==> config.mk <==
export PLATFORM = sky130hd
export DESIGN_NAME = uart_rx
export DESIGN_NICKNAME = d
export VERILOG_FILES = /design/src/rtl/uart_pkg.sv /design/src/rtl/uart_sync_2ff.sv /design/src/rtl/uart_rx.sv
export SDC_FILE = /design/constraint.sdc
export NUM_CORES = 1
export LEC_CHECK = 0
export ABC_AREA = 1
export CORE_UTILIZATION = 52
export DETAILED_ROUTE_END_ITERATION = 10
export PLACE_DENSITY = 0.75
export SYNTH_ARGS = -nofsm -noshare
export SYNTH_HDL_FRONTEND = slang
export SYNTH_HIERARCHICAL = 1
export SYNTH_SLANG_ARGS = --single-unit
==> constraint.sdc <==
create_clock -name PCLK -period 1.5 [get_ports PCLK]
set_input_delay 0.3 -clock PCLK [delete_from_list [all_inputs] [get_ports PCLK]]
set_output_delay 0.3 -clock PCLK [all_outputs]
set_load 0.02 [all_outputs]
==> src/rtl/uart_pkg.sv <==
// Shared UART definitions: receiver states, bit timing and frame levels.
// Both the transmitter and the receiver take their bit period from here.
package uart_pkg;

  typedef enum logic [2:0] {
    IDLE,
    START,
    DATA,
    STOP,
    WAIT_HIGH
  } rx_state_t;

  localparam logic START_BIT = 1'b0;
  localparam logic STOP_BIT  = 1'b1;

  function automatic int clks_per_bit(
    input int clk_freq,
    input int baud_rate
  );
    return clk_freq / baud_rate;
  endfunction

endpackage

==> src/rtl/uart_sync_2ff.sv <==
// Two-flop synchroniser for an asynchronous single-bit input.
// Both flops reset to RST_VAL so the output starts at a known level.
module uart_sync_2ff #(
  parameter logic RST_VAL = 1'b1
) (
  input  logic clk,
  input  logic rst_n,
  input  logic d,
  output logic q
);

  logic meta;

  // two-stage capture of the asynchronous input
  always_ff @(posedge clk) begin
    if (!rst_n) begin
      meta <= RST_VAL;
      q    <= RST_VAL;
    end else begin
      meta <= d;
      q    <= meta;
    end
  end

endmodule

==> src/rtl/uart_rx.sv <==
// 8N1-style UART receiver: mid-bit sampling, framing error detection.
// Outputs are registered; done/error are single-cycle strobes.
module uart_rx
  import uart_pkg::*;
#(
  parameter int BAUD_RATE = 9600,
  parameter int CLK_FREQ  = 100_000_000,
  parameter int DATA_BITS = 8
) (
  input  logic                 PCLK,
  input  logic                 PRESETn,
  input  logic                 rx_en,
  input  logic                 rx_serial,
  output logic [DATA_BITS-1:0] rx_data,
  output logic                 rx_done,
  output logic                 rx_error,
  output logic                 rx_busy
);

  localparam int CLKS_PER_BIT =
    clks_per_bit(CLK_FREQ, BAUD_RATE);
  localparam int HALF_BIT = CLKS_PER_BIT / 2;
  localparam int CNT_W = $clog2(CLKS_PER_BIT + 1);
  localparam int IDX_W = $clog2(DATA_BITS);

  localparam logic [CNT_W-1:0] CNT_LAST =
    CNT_W'(CLKS_PER_BIT - 1);
  localparam logic [CNT_W-1:0] CNT_HALF =
    CNT_W'(HALF_BIT - 1);
  localparam logic [IDX_W-1:0] IDX_LAST =
    IDX_W'(DATA_BITS - 1);

  logic                 rx_s;
  rx_state_t            state_q, state_d;
  logic [CNT_W-1:0]     cnt_q, cnt_d;
  logic [IDX_W-1:0]     idx_q, idx_d;
  logic [DATA_BITS-1:0] sh_q, sh_d;
  logic [DATA_BITS-1:0] data_d;
  logic                 done_d;
  logic                 err_d;

  uart_sync_2ff #(
    .RST_VAL (1'b1)
  ) u_sync (
    .clk   (PCLK),
    .rst_n (PRESETn),
    .d     (rx_serial),
    .q     (rx_s)
  );

  // next-state, counters, shift register and strobes
  always_comb begin
    state_d = state_q;
    cnt_d   = cnt_q;
    idx_d   = idx_q;
    sh_d    = sh_q;
    data_d  = rx_data;
    done_d  = 1'b0;
    err_d   = 1'b0;
    unique case (state_q)
      IDLE: begin
        cnt_d = '0;
        if (rx_en && rx_s == START_BIT)
          state_d = START;
      end
      START: begin
        if (cnt_q == CNT_HALF) begin
          cnt_d = '0;
          idx_d = '0;
          if (rx_s == START_BIT)
            state_d = DATA;
          else
            state_d = IDLE;
        end else begin
          cnt_d = cnt_q + 1'b1;
        end
      end
      DATA: begin
        if (cnt_q == CNT_LAST) begin
          cnt_d = '0;
          sh_d  = {rx_s, sh_q[DATA_BITS-1:1]};
          if (idx_q == IDX_LAST)
            state_d = STOP;
          else
            idx_d = idx_q + 1'b1;
        end else begin
          cnt_d = cnt_q + 1'b1;
        end
      end
      STOP: begin
        if (cnt_q == CNT_LAST) begin
          cnt_d = '0;
          if (rx_s == STOP_BIT) begin
            data_d  = sh_q;
            done_d  = 1'b1;
            state_d = IDLE;
          end else begin
            err_d   = 1'b1;
            state_d = WAIT_HIGH;
          end
        end else begin
          cnt_d = cnt_q + 1'b1;
        end
      end
      WAIT_HIGH: begin
        if (rx_s == STOP_BIT)
          state_d = IDLE;
      end
      default: state_d = IDLE;
    endcase
  end

  // state and output registers
  always_ff @(posedge PCLK) begin
    if (!PRESETn) begin
      state_q  <= IDLE;
      cnt_q    <= '0;
      idx_q    <= '0;
      sh_q     <= '0;
      rx_data  <= '0;
      rx_done  <= 1'b0;
      rx_error <= 1'b0;
      rx_busy  <= 1'b0;
    end else begin
      state_q  <= state_d;
      cnt_q    <= cnt_d;
      idx_q    <= idx_d;
      sh_q     <= sh_d;
      rx_data  <= data_d;
      rx_done  <= done_d;
      rx_error <= err_d;
      rx_busy  <= (state_d != IDLE);
    end
  end

endmodule

==> results.cfg <==
[grt]
grt_overflow = 0
grt_pass1_wl_um = 7686
gr-usage-all-layers_pct = 24.12
grtUsageMet2_pct = 40.16
grt_busiest_layer = met2
met3_usage_pct = 6.429
grt_max_degree = 26
global_route.usage.met1_pct = 29.43
antenna_found_initial = 0
grt_pass1_vias = 1797

[critical_path]
cp_data_arrival_time_ps = 1780
path_common_cell = nand2_1
r2r_end = idx_q[0]
slowest_delay_ps = 360
path_buf_inv = 2
cp.depth = 10
startpoint_type = flop
r2r-start = cnt_q[6]
worstPathCellList = inv_1 -> nand2_1 -> nor2_4 -> nand2_4 -> nor2_4 -> buf_6 -> nand3_2 -> nand2_1 -> nand2_1 -> nor2_1
critPathKind = reg -> reg
r2r_slack_ps = -40
critical_path.slowest_cell = dfxtp_1
endpoint_kind = flop
path_max_fanout = 7
r2r_cells = 10
cp.required_ps = 1740
cp_top_family = simple AND/OR/NAND/NOR gates

[timing]
rsz0062_at_grt = yes
max_freq_ghz = 0.6480
maxSlewViolCount = 0
tightest_slew_ps = 395.5
period_needed_ps = 1543
finClkSkew_ps = 6.029
finalHoldViolCount = 0
fin_crit_sh_pct = 102.9
whs_ps = 410.4
maxSlewHeadroom_pct = 73.60
final.setup.worst_slack_ps = -43.23
setup_tns_ps = -77.56
setup_viol = 3

[clock_tree]
clock_path_buffers = 2
htree_num_levels = 2
path_clk_slew_ps = 90
clkSinkCount = 41
cts_inserted_buffers = 5
cts_tree = yes
clock_latency_ps = 300
root_buffer = clkbuf_8

[floorplanning]
initial_utilization_pct = 54.41
pin_count = 15
placeableCoreArea_um2 = 3661
die_h_um = 63.89
die_w_um = 63.89
die_area_um2 = 4082
rows = 22

[min_path]
hold_start = u_sync/meta
hp-class = reg -> reg
min_path_cells = 2
hold_path_end = u_sync/q

[drt]
vias_per_cell = 5.262
wirelength_um = 4800
remaining_drc_errors = 0
drt_iter0_drc = 133
post_drt_wl_per_cell_um = 12.44
dr.pass1.iters = 5
ant_nets = 0
vias = 2031

[yosys]
synth_warnings = 6
syn_area_per_cell_um2 = 6.752
synthSimpleGateAreaFrac_pct = 33.98
netlist_instances = 295
ys_types = 28
synth_mux_area_share_pct = 0
synth_top_area_share_pct = 41.21
synthTopCellsByCount = nand2_1, nor2_1, inv_1, dfxtp_1, o21ai_0
synth-adder-area-share_pct = 1.884
synth_top_cell_by_area = dfxtp_1
synth-seq-cells = 41
ys_async_sr_fraction_pct = 0
synth_compound_area_share_pct = 12.69
synth-edff-count = 0
synthXorXnorAreaFrac_pct = 0
synth_nets = 302
synth_ff_type = dfxtp_1
yosysSeqAreaShare_pct = 41.21
yosysMostFrequentCell = nand2_1
syn_area_um2 = 1992
ys_top_cells_by_area = dfxtp_1, nand2_1, nor2_1
synth_top_family_by_area = simple AND/OR/NAND/NOR gates

[placed_design]
post_dp_cell_area_um2 = 2315
routabilityCongestion = 0.8750
port_buffers = 14
dp_hpwl_um = 3110

[cells_and_area]
area_growth_syn_to_layout_pct = 31.09
design_area_um2 = 2611
fillers = 314
num_antenna_cells = 0
final_util_pct = 71.33
fin_nets = 344
layout-drive-gt1-share_pct = 23.08

[run_status]
status = finished, violations left
failed_checks = setup timing

[power_and_ir_drop]
ir_worst_vdd_mv = 0.6125
leakage_nw = 1.214
power_density_nw_per_um2 = 800.7
power_mw = 2.091

[flow_run]
drv_cap = 0
[logic make-up after synthesis]
kind of cell	count (synthesis)
adder cells (fa/ha/maj)	3
flip-flops	41
buffers and inverters	52
AO/OA/AOI/OAI	47
AND/OR/NAND/NOR	152
[cell usage in the layout, fill, tap and decap left out, types with 2 or more instances in the layout]
master           netlist  layout
a21oi_1               18      17
buf_4                  0      23
buf_6                  1       3
clkbuf_8               0       5
clkdlybuf4s50_1        0       3
clkinv_4               0       2
dfxtp_1               41      33
dfxtp_2                0       8
dlygate4sd2_1          0      11
ha_1                   3       2
inv_1                 42      41
inv_2                  4       3
nand2_1               63      55
nand2_2                2       8
nand2_4                0       2
nand3_1               17      14
nand3_2                3       3
nand3_4                0       3
nand4_1                6       6
nor2_1                45      41
nor2_2                 2       5
nor2_4                 2       3
nor3_1                 8       7
o211ai_1               2       2
o21a_1                 3       3
o21ai_0               21      18
o21ai_1                1       4
[flip-flops by register name, indices dropped and copies added (netlist names)]
name / flops
cnt_q: 14
idx_q: 3
rx_busy: 1
rx_data: 8
rx_done: 1
rx_error: 1
sh_q: 8
state_q: 3
u_sync/meta: 1
u_sync/q: 1
[per-stage QoR]
step	instances	worst slack [ps]
global route	386	-142.5
finish	386	-43.23
CTS	381	-3.180
detailed placement	372	-62.31
floorplan	295	48.73
global placement	372	-8.231
[report_power, final]
group	switching, mW	internal [mW]
registers	0.00489	1.09
logic	0.0473	0.0333
clock network	0.414	0.498
total	0.467	1.62
[worst register-to-register path, cell delays in order, from the launching register on]
cell and delay, ps:
dfxtp_1 360, inv_1 110, nand2_1 100, nor2_4 190, nand2_4 90, nor2_4 200
buf_6 130, nand3_2 70, nand2_1 80, nand2_1 70, nor2_1 90
[final cells by class]
class	instances	area (um^2)	area share, %
clock buffers	5	68.82	2.635
multi-input cells	202	1089	41.69
inverters	47	183.9	7.044
well taps	48	60.06	2.300
clock inverters	3	46.29	1.773
flip-flops and latches	41	830.8	31.82
repair buffers	40	332.8	12.75
[routing by layer]
| layer | routed length, um | share of wire (%) | vias to the layer above |
|---|---|---|---|
| met3 | 295 | 6.1 | 11 |
| met1 | 2132 | 44 | 913 |
| met5 | 0 | 0 | - |
| li1 | - | - | 1031 |
| met4 | 99 | 2.1 | 0 |
| met2 | 2273 | 47 | 76 |
[worst max-delay path by stage]
stage               slack, ps  startpoint        end
floorplan                  50    cnt_q[0]   cnt_q[1]
global placement           -8    cnt_q[0]  cnt_q[12]
detailed placement        -60    cnt_q[0]    sh_q[6]
CTS                        -3    cnt_q[1]   cnt_q[5]
global route             -140    cnt_q[0]   idx_q[0]
finish                    -40    cnt_q[6]   idx_q[0]
[what timing repair did]
action                                  4_1_cts  5_1_grt
endpoints found under the setup margin       35       35
hold buffers                                  0        0
cloned                                        0        0
resized for setup                            25       32
pin swaps                                     4        9
setup buffers                                 1        5
Note: power is estimated with default switching activity, not from simulation.
